==> src/rtl/fwd_scoreboard.sv <==
// Forwarding / load-use hazard unit: shift-register history of in-flight writes
// matched against ID sources. Optional stall counter under FWD_PERF_CNT_EN.
module fwd_scoreboard #(
  parameter int REG_AW   = 5,
  parameter int DEPTH    = 2,
  parameter int LOAD_LAT = 1,
  parameter int SEL_W    = $clog2(DEPTH + 1)
) (
  input  logic              clk,
  input  logic              reset,
  input  logic              hold,
  input  logic              id_valid,
  input  logic [REG_AW-1:0] id_rs,
  input  logic [REG_AW-1:0] id_rt,
  input  logic [REG_AW-1:0] id_rd,
  input  logic              id_regwrite,
  input  logic              id_memread,
  input  logic              id_flush,
  output logic              stall,
  output logic [SEL_W-1:0]  fwd_sel_a,
  output logic [SEL_W-1:0]  fwd_sel_b,
  output logic [31:0]       stall_cycles
);

  logic [DEPTH:1]    r_v;
  logic [DEPTH:1]    r_ld;
  logic [REG_AW-1:0] r_rd [1:DEPTH];
  logic [SEL_W-1:0]  r_sel_a;
  logic [SEL_W-1:0]  r_sel_b;

  logic              w_haz_a;
  logic              w_haz_b;
  logic [SEL_W-1:0]  w_cand_a;
  logic [SEL_W-1:0]  w_cand_b;
  logic              w_stall;
  logic              w_issue;

  // Scan oldest to youngest so the youngest match overrides; returns {hazard, select}.
  function automatic logic [SEL_W:0] resolve(input logic [REG_AW-1:0] s);
    logic [SEL_W:0] res;
    res = '0;
    for (int unsigned p = DEPTH; p >= 1; p--) begin
      if (r_v[p] && (r_rd[p] == s) && (s != '0))
        res = {r_ld[p] && (int'(p) <= LOAD_LAT), SEL_W'(p)};
    end
    return res;
  endfunction

  always_comb begin
    {w_haz_a, w_cand_a} = resolve(id_rs);
    {w_haz_b, w_cand_b} = resolve(id_rt);
    w_stall = id_valid & ~id_flush & (w_haz_a | w_haz_b);
    w_issue = id_valid & ~id_flush & ~w_stall;
  end

  always_ff @(posedge clk) begin
    if (reset) begin
      r_v     <= '0;
      r_sel_a <= '0;
      r_sel_b <= '0;
    end else if (!hold) begin
      for (int unsigned p = DEPTH; p >= 2; p--) begin
        r_v[p]  <= r_v[p-1];
        r_rd[p] <= r_rd[p-1];
        r_ld[p] <= r_ld[p-1];
      end
      r_v[1]  <= w_issue & id_regwrite & (id_rd != '0);
      r_rd[1] <= id_rd;
      r_ld[1] <= id_memread;
      r_sel_a <= w_issue ? w_cand_a : '0;
      r_sel_b <= w_issue ? w_cand_b : '0;
    end
  end

`ifdef FWD_PERF_CNT_EN
  logic [31:0] r_stall_cycles;

  always_ff @(posedge clk) begin
    if (reset)
      r_stall_cycles <= '0;
    else if (w_stall && !hold)
      r_stall_cycles <= r_stall_cycles + 32'd1;
  end

  assign stall_cycles = r_stall_cycles;
`else
  assign stall_cycles = '0;
`endif

  assign stall     = w_stall;
  assign fwd_sel_a = r_sel_a;
  assign fwd_sel_b = r_sel_b;

endmodule

==> config.mk <==
export PLATFORM = sky130hd
export DESIGN_NAME = fwd_scoreboard
export DESIGN_NICKNAME = d
export VERILOG_FILES = /design/src/rtl/fwd_scoreboard.sv
export SDC_FILE = /design/constraint.sdc
export NUM_CORES = 1
export LEC_CHECK = 0
export ABC_AREA = 0
export BUFFER_PORTS_ARGS = -buffer_cell sky130_fd_sc_hd__buf_2
export CAP_MARGIN = 20
export CORE_MARGIN = 2
export CORE_UTILIZATION = 48
export CTS_CLUSTER_SIZE = 28
export DETAILED_ROUTE_END_ITERATION = 8
export MAX_ROUTING_LAYER = met4
export PLACE_DENSITY = 0.84
export REMOVE_ABC_BUFFERS = 1
export SLEW_MARGIN = 20
export SYNTH_ARGS = -nofsm -noshare
export SYNTH_HDL_FRONTEND = slang
export SYNTH_SLANG_ARGS = --single-unit
==> constraint.sdc <==
create_clock -name clk -period 5 [get_ports clk]
set_clock_uncertainty 0.05 [all_clocks]
set_input_delay 1 -clock clk [delete_from_list [all_inputs] [get_ports clk]]
set_output_delay 1 -clock clk [all_outputs]
set_load 0.02 [all_outputs]
==> metrics.json, run 1 <==
{
  "yosysTopAreaCell": "edfxtp_1",
  "synth.yosys.warnings": 0,
  "final_core_utilization": 0.5450,
  "launch_point_of_the_worst_hold_path": "r_v[2]",
  "io-pin-count": 59,
  "postSynthAreaPerCell_um2": 10.56,
  "grtUsageTotal": 0.1468,
  "final_antenna_net_count": 0,
  "die-height_um": 53.19,
  "clock_latency_ns": 0.28,
  "synthesis.instances": 110,
  "worstRegToRegCells": 5,
  "cts-root-buf": "clkbuf_4",
  "rsz0062_at_grt": "no",
  "setup_viol": 0,
  "hp-class": "reg2reg",
  "power.share.clock": 0.236,
  "timing.hold.worst_path_depth": 2,
  "drt_drc_violations_left": 0,
  "via_count_of_the_first_global_routing_pass": 709,
  "drt_wl_total_um": 1843,
  "worst_r2r_endpoint": "r_v[1]",
  "gr-total-overflow": 0,
  "leak_pwr_uw": 0.0004886,
  "cts_repair_resized_insts": 0,
  "seqPwrFrac": 0.553,
  "postCtsSetupBuffers": 0,
  "layout_cell_share_with_drive_strength_beyond_1": 0.2734,
  "nFillCells": 198,
  "slew_violations": 0,
  "setup.worst_path.end_class": "output port",
  "dr_total_vias": 758,
  "worstSetupStartpointType": "primary input",
  "hold_slack_ns": 0.4267,
  "switching_share": 0.2911,
  "post-synth-top-area-fraction": 0.2845,
  "num_rows": 17,
  "area.growth.synth_to_final_pct": 5.819,
  "fin_tns_setup_ns": 0,
  "tritoncts": "built",
  "effective_utilization_at_floorplan": 0.5150,
  "post_synth_main_area_contributors": "edfxtp_1, buf_4, xnor2_1",
  "distinct_cell_type_count_of_the_synthesized_netlist": 24,
  "routed_via_density": 4.539,
  "synth_enable_flop_cells": 11,
  "outcome": "finished clean",
  "dieArea_um2": 2829,
  "worst_setup_slack_for_register_to_register_paths_ns": 3.29,
  "port_buffers": 26,
  "finalNetCount": 162,
  "max-clock-path-buffers": 2,
  "tritoncts_num_sinks": 17,
  "cp.arrival_ns": 2.28,
  "synth-async-reset-ratio": 0,
  "post-route-period-util": 0.6658,
  "relSlewSlack": 0.3799,
  "pwr_density_cell_nw_per_um2": 236.7,
  "power.combinational.fraction": 0.211,
  "post_cts_hold_buffer_count": 0,
  "antennaDiodeCount": 0,
  "min_to": "r_v[2]",
  "synth_top_cells_by_count": "buf_4, xnor2_1, edfxtp_1, dfxtp_1, nand3_1",
  "drtIter0Drc": 17,
  "synth.cell_area_um2": 1161,
  "detail_route.wl_per_cell_um": 11.04,
  "timing.rr.start": "r_rd[1][1]",
  "ys.flop_type": "edfxtp_1",
  "grt_pass1_wl_um": 2884,
  "achievable-frequency_mhz": 300.4,
  "power_switching_uw": 84.66,
  "tritoncts.num_buffers": 3,
  "grt_antenna_before_repair": 0,
  "gpl.final_weighted_congestion": 0.7371,
  "fp.coreArea_um2": 2255,
  "tightest_slew_ns": 0.9267,
  "placed_wire_length_estimate_um": 1592,
  "finalWorstPathRequiredPeriod_ns": 3.329,
  "cp.required_ns": 3.95,
  "worst_setup_hold_path_clk_slew_ns": 0.09,
  "postSynthRegisterBits": 17,
  "max_cap_violations": 0,
  "timing_worst_setup_path_type": "in2out",
  "dieWidth_um": 53.19,
  "synth_most_common_cell": "buf_4",
  "firstDrtPassIters": 4,
  "vdd_drop_max_uv": 209.1,
  "power_internal_uw": 206.2,
  "grt_max_degree": 14,
  "htree_levels": 1,
  "share_of_synthesized_area_occupied_by_flip_flops_and_latches": 0.3879,
  "report.final.hold_viol_count": 0,
  "critical_path_peak_fanout": 4
}
-- power by group through the flow --
| stage | registers [uW] | clock network, uW | logic (uW) |
|---|---|---|---|
| after floorplan | 163 | 0 | 44.8 |
| after CTS | 161 | 70.3 | 61.4 |
| after detailed placement | 164 | 0 | 61.2 |
| after global placement | 164 | 0 | 59.1 |
| final | 161 | 68.7 | 61.4 |
| after global routing | 162 | 76.6 | 67.3 |
-- routing by layer --
| layer | global-route usage | part of all wire | vias to the layer above |
|---|---|---|---|
| li1 | - | - | 375 |
| met1 | 0.1554 | 0.40 | 335 |
| met2 | 0.2583 | 0.51 | 46 |
| met3 | 0.02542 | 0.081 | 2 |
| met4 | 0.08120 | 0.0076 | 0 |
| met5 | - | 0 | - |
-- per-stage QoR --
step	instance area, um2	std cells	power [uW]	setup WS [ns]
floorplan	1037	109	207.5	1.870
global placement	1202	163	222.9	1.694
detailed placement	1202	163	225.4	1.661
CTS	1229	167	292.6	1.648
global route	1229	167	305.6	1.551
finish	1229	167	290.9	1.671
-- layout make-up --
cell class	count	area, um2	area share
multi-input combinational	92	586.8	0.4776
clock buffer	4	26.28	0.02138
sequential	17	450.4	0.3666
timing repair buffer	26	130.1	0.1059
tap	28	35.03	0.02851
-- flip-flops by register name (all words and copies together) (netlist names) --
signal,cells
r_rd,10
fwd_sel_a,2
fwd_sel_b,2
r_v,2
r_ld,1
-- worst max-delay path, stage by stage --
cell and delay, ns:
buf_2 0.12, xnor2_1 0.16, nand3_1 0.14, nor4_4 0.45, o211ai_2 0.15, nor2_1 0.09, buf_2 0.16
-- logic make-up (layout without fill, tap and decap cells) --
logic type | count (synthesis) | in the layout | share of synthesized area
other | 1 | 32 | 0.003230
AND/OR/NAND/NOR | 31 | 31 | 0.1853
buffers and inverters | 32 | 30 | 0.2069
flip-flops | 17 | 17 | 0.3879
XOR/XNOR | 20 | 20 | 0.1509
AO/OA/AOI/OAI | 9 | 9 | 0.06573
-- cell usage in the layout, fill, tap and decap left out, types with 3 or more instances in the layout --
| cell type | count |
|---|---|
| buf_2 | 26 |
| clkbuf_4 | 3 |
| conb_1 | 32 |
| dfxtp_1 | 6 |
| edfxtp_1 | 11 |
| nand2_1 | 5 |
| nand3_1 | 6 |
| nor2_1 | 5 |
| nor3_1 | 3 |
| xnor2_1 | 16 |
| xor2_1 | 4 |
-- worst max path at each step --
| stage | startpoint | endpoint | slack [ns] | depth (start not counted) |
|---|---|---|---|---|
| finish | id_rs[1] | stall | 1.67 | 7 |
| global route | id_rt[1] | stall | 1.55 | 7 |
| CTS | id_rs[1] | stall | 1.65 | 7 |
| detailed placement | id_rs[1] | stall | 1.66 | 7 |
| global placement | id_rs[1] | stall | 1.69 | 7 |
| floorplan | id_rs[1] | stall | 1.87 | 5 |
Power figures use the tool's default switching activity.
==> run 2, diff against run 1 <==
CORE_UTILIZATION = 45   (was 48)
PLACE_DENSITY = 0.79   (was 0.84)
clock period = 3.4 ns   (was 5 ns; I/O delays follow)
==> run 2 against run 1 <==
  * Count of clock-buffer cells in the layout shrank 1
  * Non-clock buffer count up 1
  * First-iteration DRC count down 29%
  * Die area up 6.1%
  * Clock power up 59%
  * Sequential share of layout area fell by 0.33 points
  * Critical path depth is the same
  * Register-to-register slack worse by 1.6 ns
  * Wire length grew 7.2%
  * Largest power group unchanged
==> metrics.json, run 2 (synthesized netlist as in run 1, its figures left out) <==
{
  "outcome": "finished clean",
  "grt_pass1_wl_um": 2911,
  "launch_point_of_the_worst_hold_path": "r_v[2]",
  "min_to": "r_v[2]",
  "gpl.final_weighted_congestion": 0.8291,
  "max_flop_register": "r_rd",
  "final_antenna_net_count": 0,
  "placed_wire_length_estimate_um": 1689,
  "clock_latency_ns": 0.30,
  "slew_violations": 0,
  "worst_setup_hold_path_clk_slew_ns": 0.10,
  "layout_cell_share_with_drive_strength_beyond_1": 0.2857,
  "htree_levels": 1,
  "commonest_non_fill_non_tap_cell_in_the_layout": "conb_1",
  "gr-usage-met1": 0.1507,
  "dieArea_um2": 3002,
  "worstSetupStartpointType": "primary input",
  "tritoncts.num_buffers": 3,
  "grt_max_degree": 14,
  "report.final.hold_viol_count": 0,
  "leak_pwr_uw": 0.0004964,
  "cp_top_family": "simple AND/OR/NAND/NOR gates",
  "max-clock-path-buffers": 2,
  "final_core_utilization": 0.5051,
  "totalPowerFinal_uw": 437.5,
  "finalWorstPathRequiredPeriod_ns": 2.738,
  "io-pin-count": 59,
  "grt_use_met3": 0.04645,
  "placed_cells": 166,
  "layout_common_cells": "conb_1, buf_2, xnor2_1",
  "tritoncts_num_sinks": 17,
  "worstRegToRegCells": 5,
  "post-route-period-util": 0.8052,
  "max_cap_violations": 0,
  "detail_route.wl_per_cell_um": 11.62,
  "drt_wl_total_um": 1976,
  "setup.worst_path.end_class": "output port",
  "worst_setup_slack_for_register_to_register_paths_ns": 1.65,
  "vdd_drop_max_uv": 275.7,
  "grt_util_met2": 0.2460,
  "hp-class": "reg2reg",
  "final_cells": 170,
  "nFillCells": 231,
  "pwr_density_cell_nw_per_um2": 352.8,
  "cp.arrival_ns": 2.01,
  "critical_path_peak_fanout": 4,
  "num_rows": 18,
  "postCtsSetupBuffers": 0,
  "worstPathCellList": "buf_2 -> xnor2_1 -> nand3_1 -> nor4_4 -> o211ai_2 -> nor2_1 -> buf_2",
  "timing.rr.start": "r_rd[1][1]",
  "cp.required_ns": 2.67,
  "die-height_um": 54.80,
  "largest_register_ffs": 10,
  "worst_r2r_endpoint": "r_v[1]",
  "routed_via_density": 4.635,
  "post_cts_hold_buffer_count": 0,
  "timing_worst_setup_path_type": "in2out",
  "effective_utilization_at_floorplan": 0.4730,
  "gr-total-overflow": 0,
  "cts_repair_resized_insts": 0,
  "via_count_of_the_first_global_routing_pass": 686,
  "crit_slowest_cell": "nor4_4",
  "cts-root-buf": "clkbuf_4",
  "drt_drc_violations_left": 0,
  "grtUsageTotal": 0.1494,
  "grt.busiest_layer": "met2",
  "finalNetCount": 163,
  "antennaDiodeCount": 0,
  "achievable-frequency_mhz": 365.3,
  "timing.hold.worst_path_depth": 2,
  "drtIter0Drc": 12,
  "buffers_inverters_on_critical_path": 2,
  "dieWidth_um": 54.80,
  "grt_antenna_before_repair": 0,
  "fin_tns_setup_ns": 0,
  "critPathMaxStageDelay_ns": 0.48,
  "port_buffers": 26,
  "setup_viol": 0,
  "area.growth.synth_to_final_pct": 6.789,
  "worst_path_most_repeated_cell": "buf_2",
  "rsz0062_at_grt": "no",
  "dr_total_vias": 788,
  "hold_slack_ns": 0.4277,
  "tritoncts": "built",
  "firstDrtPassIters": 4,
  "fp.coreArea_um2": 2455
}
-- run 2: cell types whose count changed in the layout (fill, tap and decap cells not counted), sizes merged --
cell,delta
buf,+1
clkbuf,-1
clkinv,+1
-- run 2: through the flow --
stage | setup slack (ns) | instance area [um2]
finish | 0.6622 | 1240
global route | 0.5692 | 1240
CTS | 0.6325 | 1240
detailed placement | 0.6378 | 1212
global placement | 0.7303 | 1212
floorplan | 0.9097 | 1037
-- run 2: worst register-to-register path: cells and delay by family (launching register included) --
family,cells,cell delay [ns]
simple gates,2,0.62
flops,1,0.45
compound gates,2,0.36
xor+xnor,1,0.18
-- run 2: where the power goes --
group          switching [uW]  internal, uW
Clock                    65.2          43.9
Combinational            61.8          30.0
Sequential               8.05           228
Total                     135           302
-- run 2: worst max-delay path by stage --
stage | end | slack, ns | cells past startpoint | start
after CTS | stall | 0.63 | 7 | id_rs[1]
after global placement | stall | 0.73 | 7 | id_rs[1]
after floorplan | stall | 0.91 | 5 | id_rs[1]
after global routing | stall | 0.57 | 7 | id_rs[1]
after detailed placement | stall | 0.64 | 7 | id_rs[1]
final | stall | 0.66 | 7 | id_rs[1]
-- run 2: metal layers --
layer,up-vias,share of wire,wire [um]
met3,10,0.10,199
li1,376,-,-
met4,0,0.046,91
met1,350,0.36,712
met5,-,0,0
met2,52,0.49,972
-- run 2: layout make-up --
class / count / area (um2) / share of cell area
clock inverters: 1 / 5.005 / 0.004036
repair buffers: 27 / 137.6 / 0.1110
flip-flops and latches: 17 / 450.4 / 0.3633
clock buffers: 3 / 22.52 / 0.01816
well taps: 30 / 37.54 / 0.03027
multi-input cells: 92 / 586.8 / 0.4733
